### src/rtl/split_router_two.sv
// One-to-two packet splitter steered by in_data[DEST_BIT], 1-cycle latency, per-output FIFO; in_ready drops only when the target FIFO is full.
// Optional broadcast (in_data[BCAST_BIT] writes both FIFOs atomically) is enabled by defining SPLIT_BCAST_EN.
module split_router_two #(
  parameter int WIDTH     = 33,
  parameter int DEST_BIT  = 32,
  parameter int BCAST_BIT = 31,
  parameter int DEPTH     = 2
) (
  input  logic             clk,
  input  logic             rst_n,
  input  logic [WIDTH-1:0] in_data,
  input  logic             in_valid,
  output logic             in_ready,
  output logic [WIDTH-1:0] out0_data,
  output logic             out0_valid,
  input  logic             out0_ready,
  output logic [WIDTH-1:0] out1_data,
  output logic             out1_valid,
  input  logic             out1_ready
);

  localparam int PW = $clog2(DEPTH);
  localparam int CW = PW + 1;
  localparam logic [CW-1:0] FULL_CNT = CW'(DEPTH);

  logic [WIDTH-1:0] mem_q  [2][DEPTH];
  logic [PW-1:0]    wptr_q [2];
  logic [PW-1:0]    wptr_d [2];
  logic [PW-1:0]    rptr_q [2];
  logic [PW-1:0]    rptr_d [2];
  logic [CW-1:0]    cnt_q  [2];
  logic [CW-1:0]    cnt_d  [2];
  logic [1:0]       full;
  logic [1:0]       vld;
  logic [1:0]       push;
  logic [1:0]       pop;
  logic             sel;
  logic             bcast;
  logic             accept;

`ifdef SPLIT_BCAST_EN
  assign bcast = in_data[BCAST_BIT];
`else
  logic bcast_bit_unused;
  assign bcast_bit_unused = in_data[BCAST_BIT];
  assign bcast = 1'b0;
`endif

  assign sel = in_data[DEST_BIT];

  always_comb begin
    for (int p = 0; p < 2; p++) begin
      full[p] = (cnt_q[p] == FULL_CNT);
      vld[p]  = (cnt_q[p] != '0);
    end
    // Ready looks only at the FIFO counts, never at the consumers' ready.
    in_ready = rst_n && (bcast ? (full == 2'b00) : !full[sel]);
    accept   = in_valid && in_ready;
    push[0]  = accept && (bcast || !sel);
    push[1]  = accept && (bcast || sel);
    pop[0]   = vld[0] && out0_ready;
    pop[1]   = vld[1] && out1_ready;
    for (int p = 0; p < 2; p++) begin
      wptr_d[p] = push[p] ? wptr_q[p] + PW'(1) : wptr_q[p];
      rptr_d[p] = pop[p]  ? rptr_q[p] + PW'(1) : rptr_q[p];
      case ({push[p], pop[p]})
        2'b10:   cnt_d[p] = cnt_q[p] + CW'(1);
        2'b01:   cnt_d[p] = cnt_q[p] - CW'(1);
        default: cnt_d[p] = cnt_q[p];
      endcase
    end
  end

  always_ff @(posedge clk or negedge rst_n) begin
    if (!rst_n) begin
      for (int p = 0; p < 2; p++) begin
        for (int i = 0; i < DEPTH; i++) mem_q[p][i] <= '0;
        wptr_q[p] <= '0;
        rptr_q[p] <= '0;
        cnt_q[p]  <= '0;
      end
    end else begin
      for (int p = 0; p < 2; p++) begin
        if (push[p]) mem_q[p][wptr_q[p]] <= in_data;
        wptr_q[p] <= wptr_d[p];
        rptr_q[p] <= rptr_d[p];
        cnt_q[p]  <= cnt_d[p];
      end
    end
  end

  assign out0_data  = mem_q[0][rptr_q[0]];
  assign out1_data  = mem_q[1][rptr_q[1]];
  assign out0_valid = vld[0];
  assign out1_valid = vld[1];

endmodule

### config.mk
export PLATFORM = sky130hd
export DESIGN_NAME = split_router_two
export DESIGN_NICKNAME = d
export VERILOG_FILES = /design/src/rtl/split_router_two.sv
export SDC_FILE = /design/constraint.sdc
export NUM_CORES = 1
export LEC_CHECK = 0
export BUFFER_PORTS_ARGS = -buffer_cell sky130_fd_sc_hd__buf_2
export CAP_MARGIN = 20
export CORE_MARGIN = 4
export CORE_UTILIZATION = 40
export DETAILED_ROUTE_END_ITERATION = 10
export SLEW_MARGIN = 20
export SYNTH_ARGS = -nofsm -noshare
export SYNTH_HDL_FRONTEND = slang
export SYNTH_SLANG_ARGS = --single-unit
### constraint.sdc
create_clock -name clk -period 5.05 [get_ports clk]
set_clock_uncertainty 0.15 [all_clocks]
set_input_delay 0.2525 -clock clk [delete_from_list [all_inputs] [get_ports clk]]
set_output_delay 0.2525 -clock clk [all_outputs]
set_load 0.02 [all_outputs]
# --- Word level (Yosys, flattened, before mapping) ---
# Cells that the tools add are included.
classes:
  n_reduce_logical: 14
  mux: 16
  add_sub_neg: 8
  order_cmp: 7
  eq_ne: 6
  n_bitwise: 4
ops:
  columns: ["cell", "count"]
  rows:
  - ["2-to-1 mux 33 bit", 8]
  - ["bitwise mux 66 bit", 2]
  - ["demux 33 bit (select 1 bit)", 2]
  - ["== test 2 bit (second input constant)", 4]
  - ["greater-or-equal comparator 2 bit (second input constant)", 4]
  - ["logical AND 1 bit", 8]
  - ["inverter 1 -> 2 bit", 4]
  - ["one-hot mux 2 bit (2 select lines)", 2]
  - ["nonzero test 2 bit", 4]
  - ["adder 1 bit (second input constant)", 4]
  - ["adder 2 x 1 -> 2 bit (second input constant)", 2]
  - ["== test 2 x 1 -> 1 bit (second input constant)", 2]
  - ["less-than comparator 2 x 1 -> 1 bit (second input constant)", 2]
  - ["subtractor 2 x 1 -> 2 bit (second input constant)", 2]
  - ["zero test 1 bit", 2]
  - ["less-than comparator 1 x 2 -> 1 bit (second input constant)", 1]
  - ["2-to-1 mux 1 bit", 2]
word_totals:
  out_inout_bits: 69
  ff_bits: 140
  input_bits: 38

# --- Longest topological paths before layout ---
depth:
  word_depth: 9
  depth_mapped: 6
  ltp_nobuf: 6

# --- Worst setup path before layout ---
# OpenSTA, ideal clock, no wires.
synth_path:
  kind: "register to register"
  startpoint: "register cnt_q[1] in the netlist's numbering"
  endpoint: "register cnt_q[1] in the netlist's numbering"
  path_buffers: 0
  arrival_ns: 1.617
  synth_period_minus_slack_ns: 1.846
  stages_incl_launch_ff: 6
  path_slack_ns: 3.204
  path_cell_list: "dfrtp_1 > nor2b_1 > or3b_2 > ha_1 > nor2_1 > xor2_1"
synth_via:
  elab_chain_len: 9
synth_rtl:
  columns: ["item", "line", "text"]
  rows:
  - ["start, declared", "31", "logic [CW-1:0] cnt_q [2];"]
  - ["start signal, assigned by index", "87", "cnt_q[p] <= cnt_d[p];"]
  - ["== test 2 bit", "53", "full[p] = (cnt_q[p] == FULL_CNT);"]
  - ["2-to-1 mux 1 bit (implied by the code) (2 in series)", "57", "in_ready = rst_n && (bcast ? (full == 2'b00) : !full[sel]);"]
  - ["zero test 1 bit", "57", null]
  - ["logical AND 1 bit", "57", null]
  - ["logical AND 1 bit", "58", "accept = in_valid && in_ready;"]
  - ["logical AND 1 bit", "60", "push[1] = accept && (bcast || sel);"]
  - ["== test 2 x 1 -> 1 bit or == test 2 bit (tied branches)", "66", "case ({push[p], pop[p]})"]
  - ["one-hot mux 2 bit (2 select lines) or nonzero test 2 bit (tied branches)", null, null]
# Several ways; a longest one is shown, not always the timed one. The select of a mux whose other input is x is not followed.
# A chain may end at the register's enable or synchronous reset.

# --- Worst setup path in the final report ---
layout_path:
  startpoint: "input port rst_n"
  endpoint: "register mem_q[46] in the netlist's numbering"
layout_via:
  elab_chain_len: 3
layout_rtl:
  columns: ["item", "line", "text"]
  rows:
  - ["start, declared", "10", "input logic rst_n,"]
  - ["logical AND 1 bit", "57", null]
  - ["logical AND 1 bit", "58", null]
  - ["logical AND 1 bit", "60", null]
  - ["end signal, assigned by index", "84", "if (push[p]) mem_q[p][wptr_q[p]] <= in_data;"]
  - ["end, declared", "26", "logic [WIDTH-1:0] mem_q [2][DEPTH];"]
# Every way passes these cells.

==> flow_metrics.tcl <==
set metrics [dict create \
    status "completed" \
    grt_max_degree 79 \
    grt_usage_pct 15.2 \
    rrSetupSlack_ns 2.49 \
    p_leak_nw 3.62 \
    cts_tree "yes" \
    whs_endpoint "rptr_q[1]" \
    rsz0062_at_grt "no" \
    period_minus_slack_ns 3.09 \
    insertedDiodeCount 0 \
    die-area_um2 17600 \
    drt_iter0_markers 169 \
    hold_class "in2reg" \
    antenna_found_initial 0 \
    drive_above_1_share_pct 62.2 \
    cp.arrival_ns 3.24 \
    peakVddDrop_v 0.000374 \
    synth.area.top_cells "dfrtp_1, mux2_2, mux2_4" \
    hp-start "out0_ready" \
    synth_area_um2 6200 \
    hold_violations 0 \
    final_max_slew_viol_count 0 \
    fin_tns_setup_ns 0 \
    avgSynthCellArea_um2 15.9 \
    ys_ff_latch 140 \
    grt_pass1_vias 3908 \
    port_buffers 106 \
    cts_buffers 17 \
    hpwl_um 8130 \
    wl_um 12700 \
    pin_count 107 \
    hold_depth 3 \
    crit_required_ns 5.19 \
    wl_per_cell_um 17.4 \
    nNetsFinal 572 \
    synthCells 390 \
    die_h_um 133 \
    vias_per_cell 4.91 \
    place_congestion 0.712 \
    root_buffer "clkbuf_16" \
    critPathLaunch "rst_n" \
    start_util_pct 40.8 \
    vias 3598 \
    r2r-start "cnt_q[1]" \
    syn_to_final_growth_pct 25.9 \
    netlist.area_leader.share_pct 56.5 \
    powerDensity_nw_per_um2 703 \
    period_share_pct 61.2 \
    path_class "in2reg" \
    ctsLongestPathBuffers 2 \
    ys_types 24 \
    path_clk_slew_ns 0.05 \
    worstMarginPinSlew_ns 0.916 \
    cp_max_fo 65 \
    fillers 1267 \
    max_slew_margin_pct 38.9 \
    setup_viol 0 \
    placed_area_um2 6900 \
    rows 45 \
    ys.warnings.count 0 \
    dr.pass1.iters 5 \
    r2r-end "mem_q[46]" \
    coreArea_um2 15200 \
    grt_pass1_wl_um 20800 \
    maxCapViolations 0 \
    r2r_cells 4 \
    yosysTopAreaCell "dfrtp_1" \
    clkLatencyLatePin_ns 0.41 \
    dieWidth_um 133 \
    yosysSeqAreaShare_pct 56.5 \
    syn_nets 430 \
    critPathLaunchType "input pin" \
    design_area_um2 7810 \
    grt_overflow 0 \
    htreeDepth 4 \
    end_kind "register" \
    clkSinkCount 140 \
    max_freq_mhz 323 \
    cts_resized 0 \
    postRouteAntennaNets 0 \
    drc_errors 0 \
]
cell families after synthesis:
kind of cell / Yosys count / synth area share (%)
DFF: 140 / 56.5
xor gates and xnor gates: 10 / 1.41
AOI/OAI and AO/OA: 1 / 0.161
buffers and inverters: 22 / 1.90
muxes: 194 / 37.0
and+or+nand+nor: 21 / 2.64
adders and majority gates: 2 / 0.403
cells in the final DEF (no fill, tap or decap):
master,count
mux2_4,29
clkinv_2,2
nand2_1,2
buf_2,105
or4_4,1
nor3_4,1
and2_1,3
xor2_1,3
dfrtp_1,138
clkbuf_1,4
inv_1,1
or3b_2,1
dfrtp_2,2
clkinv_4,2
dlygate4sd3_1,34
nor2b_1,3
clkbuf_8,7
clkbuf_16,17
nor2_1,2
mux2_2,160
nand2_2,1
buf_4,3
nor4b_4,2
xnor2_1,7
or2_2,4
buf_6,2
o311a_1,1
or3_1,1
ha_1,2
mux2_1,5
metal layers:
layer | GRT usage, % | part of all wire [%]
met2 | 24.3 | 49
met5 | 0 | 0
met1 | 19.9 | 46
met4 | 5.54 | 1.3
met3 | 4.11 | 3.5
power breakdown:
| part | total, W | switching, W | leakage [nW] | internal, W |
|---|---|---|---|---|
| Combinational | 0.00226 | 0.00106 | 1.65 | 0.00120 |
| Clock | 0.00116 | 0.000441 | 0.281 | 0.000720 |
| Sequential | 0.00207 | 0.000395 | 1.69 | 0.00167 |
| Total | 0.00549 | 0.00190 | 3.62 | 0.00359 |
cell usage after synthesis, drive strengths merged:
cell type,instances
xor2,3
nand2,3
or4,1
mux2,194
dfrtp,140
nor3,1
or2,4
nor2,2
buf,16
nor2b,3
nor4b,2
o311a,1
clkbuf,5
or3b,1
and2,3
xnor2,7
inv,1
ha,2
or3,1
metrics by stage:
stage	hold WS [ns]	setup WS [ns]	total power (W)	utilization, %	std cells
2_1_floorplan	-0.193	3.20	0.00367	-	390
3_3_place_gp	0.120	2.03	0.00430	45.4	667
3_5_place_dp	0.132	1.98	0.00437	45.4	667
4_1_cts	0.00759	1.86	0.00558	51.3	733
5_1_grt	0.0387	1.76	0.00583	51.4	733
6_report	0.0243	1.96	0.00549	51.4	733
cell type report:
class / instances / area [µm²] / area share, %
well taps: 188 / 235 / 3.01
repair buffers: 144 / 911 / 11.7
clock buffers: 28 / 537 / 6.87
multi-input cells: 228 / 2590 / 33.2
inverters: 1 / 3.75 / 0.0481
clock inverters: 4 / 27.5 / 0.352
flip-flops and latches: 140 / 3510 / 44.9
how the worst max path moves through the flow:
stage	endpoint	slack, ns	cells after the start
after floorplan	cnt_q[1]	3.20	5
after global placement	mem_q[54]	2.03	5
after detailed placement	mem_q[46]	1.98	5
after CTS	mem_q[46]	1.86	6
after global routing	mem_q[54]	1.76	6
final	mem_q[46]	1.96	6
timing repair:
action / in CTS / in global routing
hold buffers: 34 / 0
setup buffers: 0 / 0
endpoints found under the hold margin: 191 / 0
state kept, by name (all words and copies together), names as in the netlist:
name / flops
rptr_q: 2
mem_q: 132
cnt_q: 4
wptr_q: 2
critical path: stages:
cell and delay, ns:
dlygate4sd3_1 0.55, buf_6 0.47, nand2_2 0.28, nor4b_4 0.78, buf_4 0.48, mux2_2 0.38
Note: power is estimated with default switching activity, not from simulation.
